## src/rtl/rwt_pkg.sv

```systemverilog
// Shared widths, state encoding and the lane-compaction helper for the sample packer.
package rwt_pkg;
    localparam int SWIDTH = 16;
    localparam int DWIDTH = 64;
    localparam int NLANES = DWIDTH / SWIDTH;
    localparam int KW     = $clog2(NLANES + 1);
    localparam int CW     = $clog2(NLANES);

    typedef struct packed {
        logic [DWIDTH-1:0] data;
        logic [KW-1:0]     k;
    } compact_t;

    typedef enum logic [1:0] {
        ST_INIT,
        ST_RUN,
        ST_FLUSH
    } state_t;

    // Enabled lanes move down to the lowest free slot; everything above k stays zero.
    function automatic compact_t compact_lanes(input logic [DWIDTH-1:0] data,
                                               input logic [NLANES-1:0] en);
        compact_t    res;
        int unsigned idx;
        res = '0;
        idx = 0;
        for (int i = 0; i < NLANES; i++) begin
            if (en[i]) begin
                res.data[idx*SWIDTH +: SWIDTH] = data[i*SWIDTH +: SWIDTH];
                idx++;
            end
        end
        res.k = KW'(idx);
        return res;
    endfunction
endpackage

```

## src/rtl/rwt_lane_compact.sv

```systemverilog
// Combinational compaction of one input beat: enabled lanes packed low, plus their count.
module rwt_lane_compact
    import rwt_pkg::*;
(
    input  logic [DWIDTH-1:0] data,
    input  logic [NLANES-1:0] enables,
    output logic [DWIDTH-1:0] packed_data,
    output logic [KW-1:0]     k
);
    compact_t res;

    always_comb begin
        res         = compact_lanes(data, enables);
        packed_data = res.data;
        k           = res.k;
    end
endmodule

```

## src/rtl/rwt_sample_packer.sv

```systemverilog
// Packs enabled 16-bit lanes of an AXI-Stream into dense words; widths must match rwt_pkg.
//
// state    | meaning
// ST_INIT  | first cycle after reset, input held off
// ST_RUN   | normal packing, one beat per cycle when the output slot is free
// ST_FLUSH | last beat overflowed one word; remainder emitted next, input held off
module rwt_sample_packer #(
    parameter int DWIDTH = rwt_pkg::DWIDTH,
    parameter int SWIDTH = rwt_pkg::SWIDTH
) (
    input  logic                       clk,
    input  logic                       areset,
    input  logic [DWIDTH-1:0]          s_axi_data,
    input  logic [DWIDTH/SWIDTH-1:0]   s_axi_enables,
    input  logic                       s_axi_valid,
    input  logic                       s_axi_last,
    output logic                       s_axi_ready,
    output logic [DWIDTH-1:0]          m_axi_data,
    output logic                       m_axi_valid,
    output logic                       m_axi_last,
    input  logic                       m_axi_ready
);
    localparam int NLANES = DWIDTH / SWIDTH;
    localparam int KW     = rwt_pkg::KW;
    localparam int CW     = rwt_pkg::CW;

    rwt_pkg::state_t   state_q, state_d;
    logic [DWIDTH-1:0] pend_data, pend_data_d;
    logic [CW-1:0]     pend_count, pend_count_d;
    logic [DWIDTH-1:0] new_data;
    logic [KW-1:0]     new_k;
    logic [KW-1:0]     total;
    logic [2*DWIDTH-1:0] cat;
    logic [DWIDTH-1:0] odata_d;
    logic              ovalid_d, olast_d;
    logic              slot_free, accept, overflow_last;

    rwt_lane_compact u_compact (
        .data        (s_axi_data),
        .enables     (s_axi_enables),
        .packed_data (new_data),
        .k           (new_k)
    );

    assign slot_free     = !m_axi_valid || m_axi_ready;
    assign accept        = s_axi_valid && s_axi_ready;
    assign total         = KW'(pend_count) + new_k;
    assign overflow_last = total > KW'(NLANES);

    // Pending samples occupy the low lanes (upper lanes kept zero), new samples land above them.
    assign cat = {{DWIDTH{1'b0}}, pend_data}
               | ({{DWIDTH{1'b0}}, new_data} << (SWIDTH * int'(pend_count)));

    always_ff @(posedge clk or posedge areset) begin
        if (areset) state_q <= rwt_pkg::ST_INIT;
        else        state_q <= state_d;
    end

    always_comb begin
        state_d = state_q;
        case (state_q)
            rwt_pkg::ST_INIT:  state_d = rwt_pkg::ST_RUN;
            rwt_pkg::ST_RUN:   if (accept && s_axi_last && overflow_last) state_d = rwt_pkg::ST_FLUSH;
            rwt_pkg::ST_FLUSH: if (slot_free) state_d = rwt_pkg::ST_RUN;
            default:           state_d = rwt_pkg::ST_INIT;
        endcase
    end

    always_comb begin
        s_axi_ready = (state_q == rwt_pkg::ST_RUN) && slot_free;
    end

    always_comb begin
        pend_data_d  = pend_data;
        pend_count_d = pend_count;
        odata_d      = m_axi_data;
        olast_d      = m_axi_last;
        ovalid_d     = m_axi_valid && !m_axi_ready;
        if (state_q == rwt_pkg::ST_FLUSH) begin
            if (slot_free) begin
                odata_d      = pend_data;
                ovalid_d     = 1'b1;
                olast_d      = 1'b1;
                pend_data_d  = '0;
                pend_count_d = '0;
            end
        end else if (accept) begin
            if (s_axi_last) begin
                ovalid_d = 1'b1;
                odata_d  = cat[DWIDTH-1:0];
                if (overflow_last) begin
                    olast_d      = 1'b0;
                    pend_data_d  = cat[2*DWIDTH-1:DWIDTH];
                    pend_count_d = CW'(total - KW'(NLANES));
                end else begin
                    olast_d      = 1'b1;
                    pend_data_d  = '0;
                    pend_count_d = '0;
                end
            end else if (total >= KW'(NLANES)) begin
                ovalid_d     = 1'b1;
                olast_d      = 1'b0;
                odata_d      = cat[DWIDTH-1:0];
                pend_data_d  = cat[2*DWIDTH-1:DWIDTH];
                pend_count_d = CW'(total - KW'(NLANES));
            end else begin
                pend_data_d  = cat[DWIDTH-1:0];
                pend_count_d = CW'(total);
            end
        end
    end

    always_ff @(posedge clk or posedge areset) begin
        if (areset) begin
            pend_data   <= '0;
            pend_count  <= '0;
            m_axi_data  <= '0;
            m_axi_valid <= 1'b0;
            m_axi_last  <= 1'b0;
        end else begin
            pend_data   <= pend_data_d;
            pend_count  <= pend_count_d;
            m_axi_data  <= odata_d;
            m_axi_valid <= ovalid_d;
            m_axi_last  <= olast_d;
        end
    end
endmodule

```

## config.mk

```make
export PLATFORM = sky130hd
export DESIGN_NAME = rwt_sample_packer
export DESIGN_NICKNAME = d
export VERILOG_FILES = /design/src/rtl/rwt_pkg.sv /design/src/rtl/rwt_lane_compact.sv /design/src/rtl/rwt_sample_packer.sv
export SDC_FILE = /design/constraint.sdc
export NUM_CORES = 1
export LEC_CHECK = 0
export CAP_MARGIN = 25
export CORE_ASPECT_RATIO = 2
export CORE_MARGIN = 4
export CORE_UTILIZATION = 55
export CTS_CLUSTER_SIZE = 28
export DETAILED_ROUTE_END_ITERATION = 12
export PLACE_DENSITY_LB_ADDON = 0.05
export SLEW_MARGIN = 20
export SYNTH_ARGS = -nofsm -noshare
export SYNTH_HDL_FRONTEND = slang
export SYNTH_SLANG_ARGS = --single-unit
```

## constraint.sdc

```tcl
create_clock -name clk -period 5.75 [get_ports clk]
set_clock_uncertainty 0.15 [all_clocks]
set_input_delay 0.8625 -clock clk [delete_from_list [all_inputs] [get_ports clk]]
set_output_delay 0.8625 -clock clk [all_outputs]
set_load 0.005 [all_outputs]
```

==> results of run 1 <==
## cells in the final DEF (no fill, tap or decap), types with 28 or more instances in the layout
cell type	synthesis	layout
clkdlybuf4s50_1	0	139
dfrtp_1	134	133
nor2_1	91	90
nand2_1	87	87
o21ai_0	60	60
a21oi_1	49	49
o22ai_1	42	42
a221o_1	39	39
a22oi_1	34	34
and3_1	32	32
mux2i_1	32	32
buf_4	4	28
## kinds of logic (layout without fill, tap and decap cells)
| kind of cell | count (synthesis) | in the layout | share of synthesized area (%) |
|---|---|---|---|
| compound gates | 384 | 384 | 30.9 |
| simple gates | 309 | 309 | 17.3 |
| flops | 134 | 134 | 37.8 |
| buf+inv | 107 | 218 | 5.73 |
| mux | 51 | 51 | 6.03 |
| fa+ha+maj | 10 | 10 | 1.58 |
| xor+xnor | 3 | 3 | 0.635 |
## state kept, by name, summed over array words and instances, names as in the netlist
register and count:
m_axi_data 64, pend_data 64, pend_count 2, state_q 2, m_axi_last 1, m_axi_valid 1
## power breakdown
part | internal [mW] | leakage (nW) | total [mW] | switching (mW)
Sequential | 1.29 | 1.77 | 1.51 | 0.222
Clock | 0.790 | 0.329 | 1.20 | 0.415
Combinational | 1.01 | 2.53 | 2.19 | 1.18
## Yosys cell counts, types with 13 or more instances
master / number / area share, %
a22o_1: 14 / 1.4
nand2b_1: 17 / 1.2
a22oi_1: 34 / 2.9
a31oi_1: 19 / 1.3
a21oi_1: 49 / 2.8
clkbuf_1: 49 / 2.1
o2bb2ai_1: 13 / 1.3
nand3b_1: 19 / 1.6
dfrtp_1: 134 / 38
o21a_1: 16 / 1.4
a2bb2oi_1: 15 / 1.5
o221ai_1: 20 / 2.0
inv_1: 14 / 0.59
mux2_2: 19 / 2.4
nand2_1: 87 / 3.7
o22ai_1: 42 / 3.0
o21ai_0: 60 / 3.4
and3_1: 32 / 2.3
o22a_1: 15 / 1.5
a31o_2: 15 / 1.5
a221o_1: 39 / 4.4
nor2_1: 91 / 3.9
nand3_1: 20 / 1.1
mux2i_1: 32 / 3.6
o21ai_1: 15 / 0.85
buf_2: 24 / 1.4
## area by class of cell
| cell class | instances | area, um^2 |
|---|---|---|
| Multi-Input combinational cell | 757 | 5030 |
| Fill cell | 1289 | 4760 |
| Sequential cell | 134 | 3350 |
| Timing Repair Buffer | 170 | 1660 |
| Clock buffer | 31 | 658 |
| Tap cell | 201 | 251 |
| Inverter | 15 | 58.8 |
| Clock inverter | 2 | 10.0 |
## layer usage
metal / global-route usage [%] / routed length [um] / up-vias
met5: 0 / 0 / -
met4: 8.80 / 440 / 0
met3: 3.57 / 1890 / 37
met2: 53.0 / 14500 / 441
met1: 38.5 / 11100 / 4203
li1: - / - / 3997
## stage by stage
stage	setup slack [ps]	instances	hold WS [ps]
after floorplan	628	998	288
after global placement	453	1276	308
after detailed placement	330	1276	310
after CTS	756	1309	326
after global routing	449	1310	358
final	735	1310	327
## worst max-delay path, stage by stage
cell and delay [ps]:
clkdlybuf4s50_1 670, inv_1 160, ha_1 230, and2_1 160, or2_2 320, ha_1 300, a21oi_1 90, fa_1 420
xor3_2 490, nor3_4 230, or2_4 560, buf_4 330, mux2i_1 230, o21ai_0 110
## worst min-delay path by stage
| stage | slack, ps | startpoint | cells past startpoint | to |
|---|---|---|---|---|
| after floorplan | 290 | pend_data[30] | 2 | pend_data[30] |
| after global placement | 310 | pend_data[30] | 2 | pend_data[30] |
| after detailed placement | 310 | pend_data[30] | 2 | pend_data[30] |
| after CTS | 330 | pend_data[30] | 2 | pend_data[30] |
| after global routing | 360 | pend_data[27] | 2 | pend_data[27] |
| final | 330 | pend_data[30] | 2 | pend_data[30] |
==> impl_metrics.csv, run 1 <==
group,metric,value,unit
status,status,"finished clean",
critical_path,end_kind,"flop",
timing,fin_setup_tns,0,ps
synth,synthCells,998,
detailed_routing,dr.pass1.iters,5,
detailed_routing,drc_errors,0,
die,fp.dieArea,18300,um^2
die,row_count,65,
die,start_util,56.2,%
power,power_density,446,nW/um^2
power,p_total,4.91,mW
clock_tree,clkTransAtPathRegs,60,ps
power,p_leak,4.63,nW
critical_path,cp_max_fo,48,
clock_tree,postCtsSetupRepairBufs,0,
finish,layout-drive-gt1-share,10.2,%
timing,rsz0062_at_grt,"no",
detailed_routing,drtIter0Drc,825,
timing,finalCritPeriodShare,87.2,%
die,die_w,97.8,um
timing,slew-limit-headroom,48.6,%
die,ioPinCount,140,
clock_tree,cts.sinks,134,
timing,hold_viol,0,
finish,layout.nets,1186,
timing,setup_viol,0,
clock_tree,cts_tree,"yes",
die,core-area,15800,um^2
critical_path,cp-endpoint,"m_axi_data[58]",
critical_path,path_class,"in2reg",
critical_path,crit_required,5930,ps
detailed_routing,vias_per_cell,6.62,
finish,area_growth,24.2,%
detailed_routing,wl,28000,um
global_route,grt_pass1_vias,8409,
critical_path,worstReg2RegStart,"pend_count[1]",
run,drv_cap,0,
synth,synthArstFlopShare,100,%
detailed_routing,via_count,8678,
critical_path,crit_path_start_kind,"primary input",
detailed_routing,ant_nets,0,
clock_tree,htree_levels,4,
timing,worstMarginPinSlew,769,ps
critical_path,reg2regPathDepth,9,
placement,gp_congestion,0.918,
clock_tree,clock-root-buffer,"clkbuf_16",
synth,synth_cell_type_count,68,
finish,final_util,69.8,%
synth,syn_nets,1081,
clock_tree,ctsHoldBuffers,0,
global_route,antenna_found_initial,0,
synth,ys_warn_count,0,
clock_tree,clkLatencyLatePin,460,ps
timing,finalCriticalPeriod,5010,ps
clock_tree,ctsResizeCount,0,
synth,avgSynthCellArea,8.89,um^2
finish,finish.instance_area,11000,um^2
synth,synth_seq_cells,134,
critical_path,startpoint,"s_axi_enables[0]",
timing,drv_slew,0,
global_route,grt_pass1_wl,45100,um
global_route,gr-total-overflow,0,
placement,port_buffers,139,
global_route,grt_max_degree,64,
synth,syn_area,8870,um^2
finish,n_antenna_cell,0,
synth,synthFlopType,"dfrtp_1",
critical_path,cp.arrival,5200,ps
detailed_routing,wire_per_inst,21.4,um
global_route,grt_usage,30.0,%
min_path,hp-class,"reg2reg",
timing,fmax,0.199,GHz
clock_tree,clk_path_buf_depth,3,
critical_path,regToRegEndpoint,"m_axi_data[58]",
placement,dp.final_hpwl,20500,um
placement,placed_cell_area,10300,um^2
synth,synth_edf_count,0,
die,die_h,188,um
power,peakVddDrop,0.199,mV
clock_tree,cts_buffers,25,
critical_path,rrSetupSlack,1920,ps
synth,yosysSeqAreaShare,37.8,%
Note: power is estimated with default switching activity, not from simulation.
==> run 2: changes to the inputs <==
REMOVE_ABC_BUFFERS = 1   (was unset)
==> impl_metrics.csv, run 2 (synthesized netlist as in run 1, its figures left out) <==
group,metric,value,unit
clock_tree,cts_buffers,17,
critical_path,cp_slowest_cell,"nand3_1",
run,drv_cap,0,
die,fp.dieArea,18300,um^2
critical_path,cp_max_fo,13,
finish,layout-drive-gt1-share,10.5,%
die,die_w,97.8,um
placement,dp.final_hpwl,21500,um
finish,final_util,69.5,%
finish,layout_common_cells,"clkdlybuf4s50_1, dfrtp_1, nor2_1",
clock_tree,postCtsSetupRepairBufs,0,
power,p_leak,4.59,nW
timing,fin_setup_tns,0,ps
clock_tree,clkLatencyLatePin,420,ps
detailed_routing,drc_errors,0,
critical_path,cp_cell_sequence,"clkdlybuf4s50_1, inv_1, fa_1, ha_1, buf_4, a21oi_1, fa_1, xor3_2, nor2_2, nand3_1, o22ai_1, a221o_1",
placement,post-place-cells,1279,
critical_path,crit_buf_inv,3,
clock_tree,cts.sinks,134,
die,ioPinCount,140,
global_route,antenna_found_initial,0,
finish,layout.nets,1180,
clock_tree,htree_levels,4,
finish,area_growth,23.7,%
placement,port_buffers,139,
timing,rsz0062_at_grt,"no",
critical_path,crit_family,"adder cells",
finish,fin_cells,1309,
clock_tree,ctsResizeCount,0,
critical_path,path_class,"in2reg",
global_route,grt_pass1_vias,9259,
timing,slew-limit-headroom,23.0,%
global_route,gr-total-overflow,0,
clock_tree,clock-root-buffer,"clkbuf_16",
power,peakVddDrop,0.345,mV
finish,reg_top3,"m_axi_data x64, pend_data x64",
detailed_routing,vias_per_cell,7.02,
min_path,hp-class,"reg2reg",
timing,finalCriticalPeriod,5100,ps
finish,n_antenna_cell,0,
detailed_routing,ant_nets,0,
global_route,grt_max_degree,102,
detailed_routing,wire_per_inst,24.2,um
critical_path,end_kind,"flop",
clock_tree,ctsHoldBuffers,0,
clock_tree,clk_path_buf_depth,2,
placement,gp_congestion,0.988,
global_route,grt_pass1_wl,49900,um
timing,hold_viol,0,
die,die_h,188,um
status,status,"finished clean",
die,start_util,56.2,%
die,core-area,15800,um^2
finish,final_common_cell,"clkdlybuf4s50_1",
timing,worstMarginPinSlew,1150,ps
critical_path,path_common_cell,"fa_1",
timing,drv_slew,0,
die,row_count,65,
critical_path,crit_path_start_kind,"primary input",
power,power_density,443,nW/um^2
timing,finalCritPeriodShare,88.7,%
clock_tree,clkTransAtPathRegs,60,ps
clock_tree,cts_tree,"yes",
critical_path,cpPeakStageDelay,710,ps
timing,fmax,0.196,GHz
detailed_routing,drtIter0Drc,929,
detailed_routing,dr.pass1.iters,6,
detailed_routing,via_count,9192,
timing,setup_viol,0,
global_route,grt_usage,34.4,%
critical_path,cp.arrival,5310,ps
detailed_routing,wl,31600,um
critical_path,crit_required,5960,ps
run 2: changes by cell type in the layout (fill, tap and decap cells not counted), sizes merged:
cell,before,now
buf,30,33
clkbuf,32,22
bufinv,0,3
clkinvlp,0,3
run 2: routing by layer:
metal	GRT usage (%)	share of wire (%)	up-vias
met4	24.0	7.5	0
met5	0	0	-
li1	-	-	3987
met3	6.11	8.3	194
met2	55.9	48	649
met1	40.9	36	4362
run 2: report_power, final:
part           internal, mW  leakage, nW  switching, mW
logic                  1.01         2.55           1.25
registers              1.29         1.77          0.200
clock network         0.688        0.272          0.414
total                  2.99         4.59           1.87
run 2: per-stage QoR:
stage | total power, mW | setup slack [ps] | area (um^2) | hold WS [ps]
3_3_place_gp | 3.68 | 465 | 10400 | 300
5_1_grt | 5.12 | 434 | 11000 | 334
4_1_cts | 4.84 | 817 | 11000 | 321
2_1_floorplan | 2.68 | -1300 | 8420 | 290
6_report | 4.86 | 647 | 11000 | 320
3_5_place_dp | 3.72 | 390 | 10400 | 309
run 2: worst paths after layout:
path | startpoint | endpoint | slack (ps) | cells past startpoint
min in group asynchronous | areset | m_axi_data[44] | 800 | 2
hold / removal | pend_data[30] | pend_data[30] | 320 | 2
setup / recovery | s_axi_enables[2] | pend_data[6] | 650 | 12
max in group asynchronous | areset | pend_data[57] | 3760 | 3
hold reg to reg | pend_data[30] | pend_data[30] | 320 | 2
setup reg to reg | pend_count[1] | pend_data[6] | 1890 | 8
run 2: area by class of cell:
class,instances,area [um^2]
Clock inverter,8,126
Tap cell,201,251
Multi-Input combinational cell,757,5040
Clock buffer,22,454
Timing Repair Buffer,172,1680
Fill cell,1319,4810
Inverter,15,61.3
Sequential cell,134,3350
run 2: worst reg2reg max path, delay by kind of cell, from the launching register on:
| kind | cells | cell delay [ps] |
|---|---|---|
| simple gates | 2 | 930 |
| buf+inv | 2 | 800 |
| compound gates | 2 | 620 |
| fa+ha+maj | 1 | 490 |
| xor+xnor | 1 | 480 |
| flops | 1 | 320 |
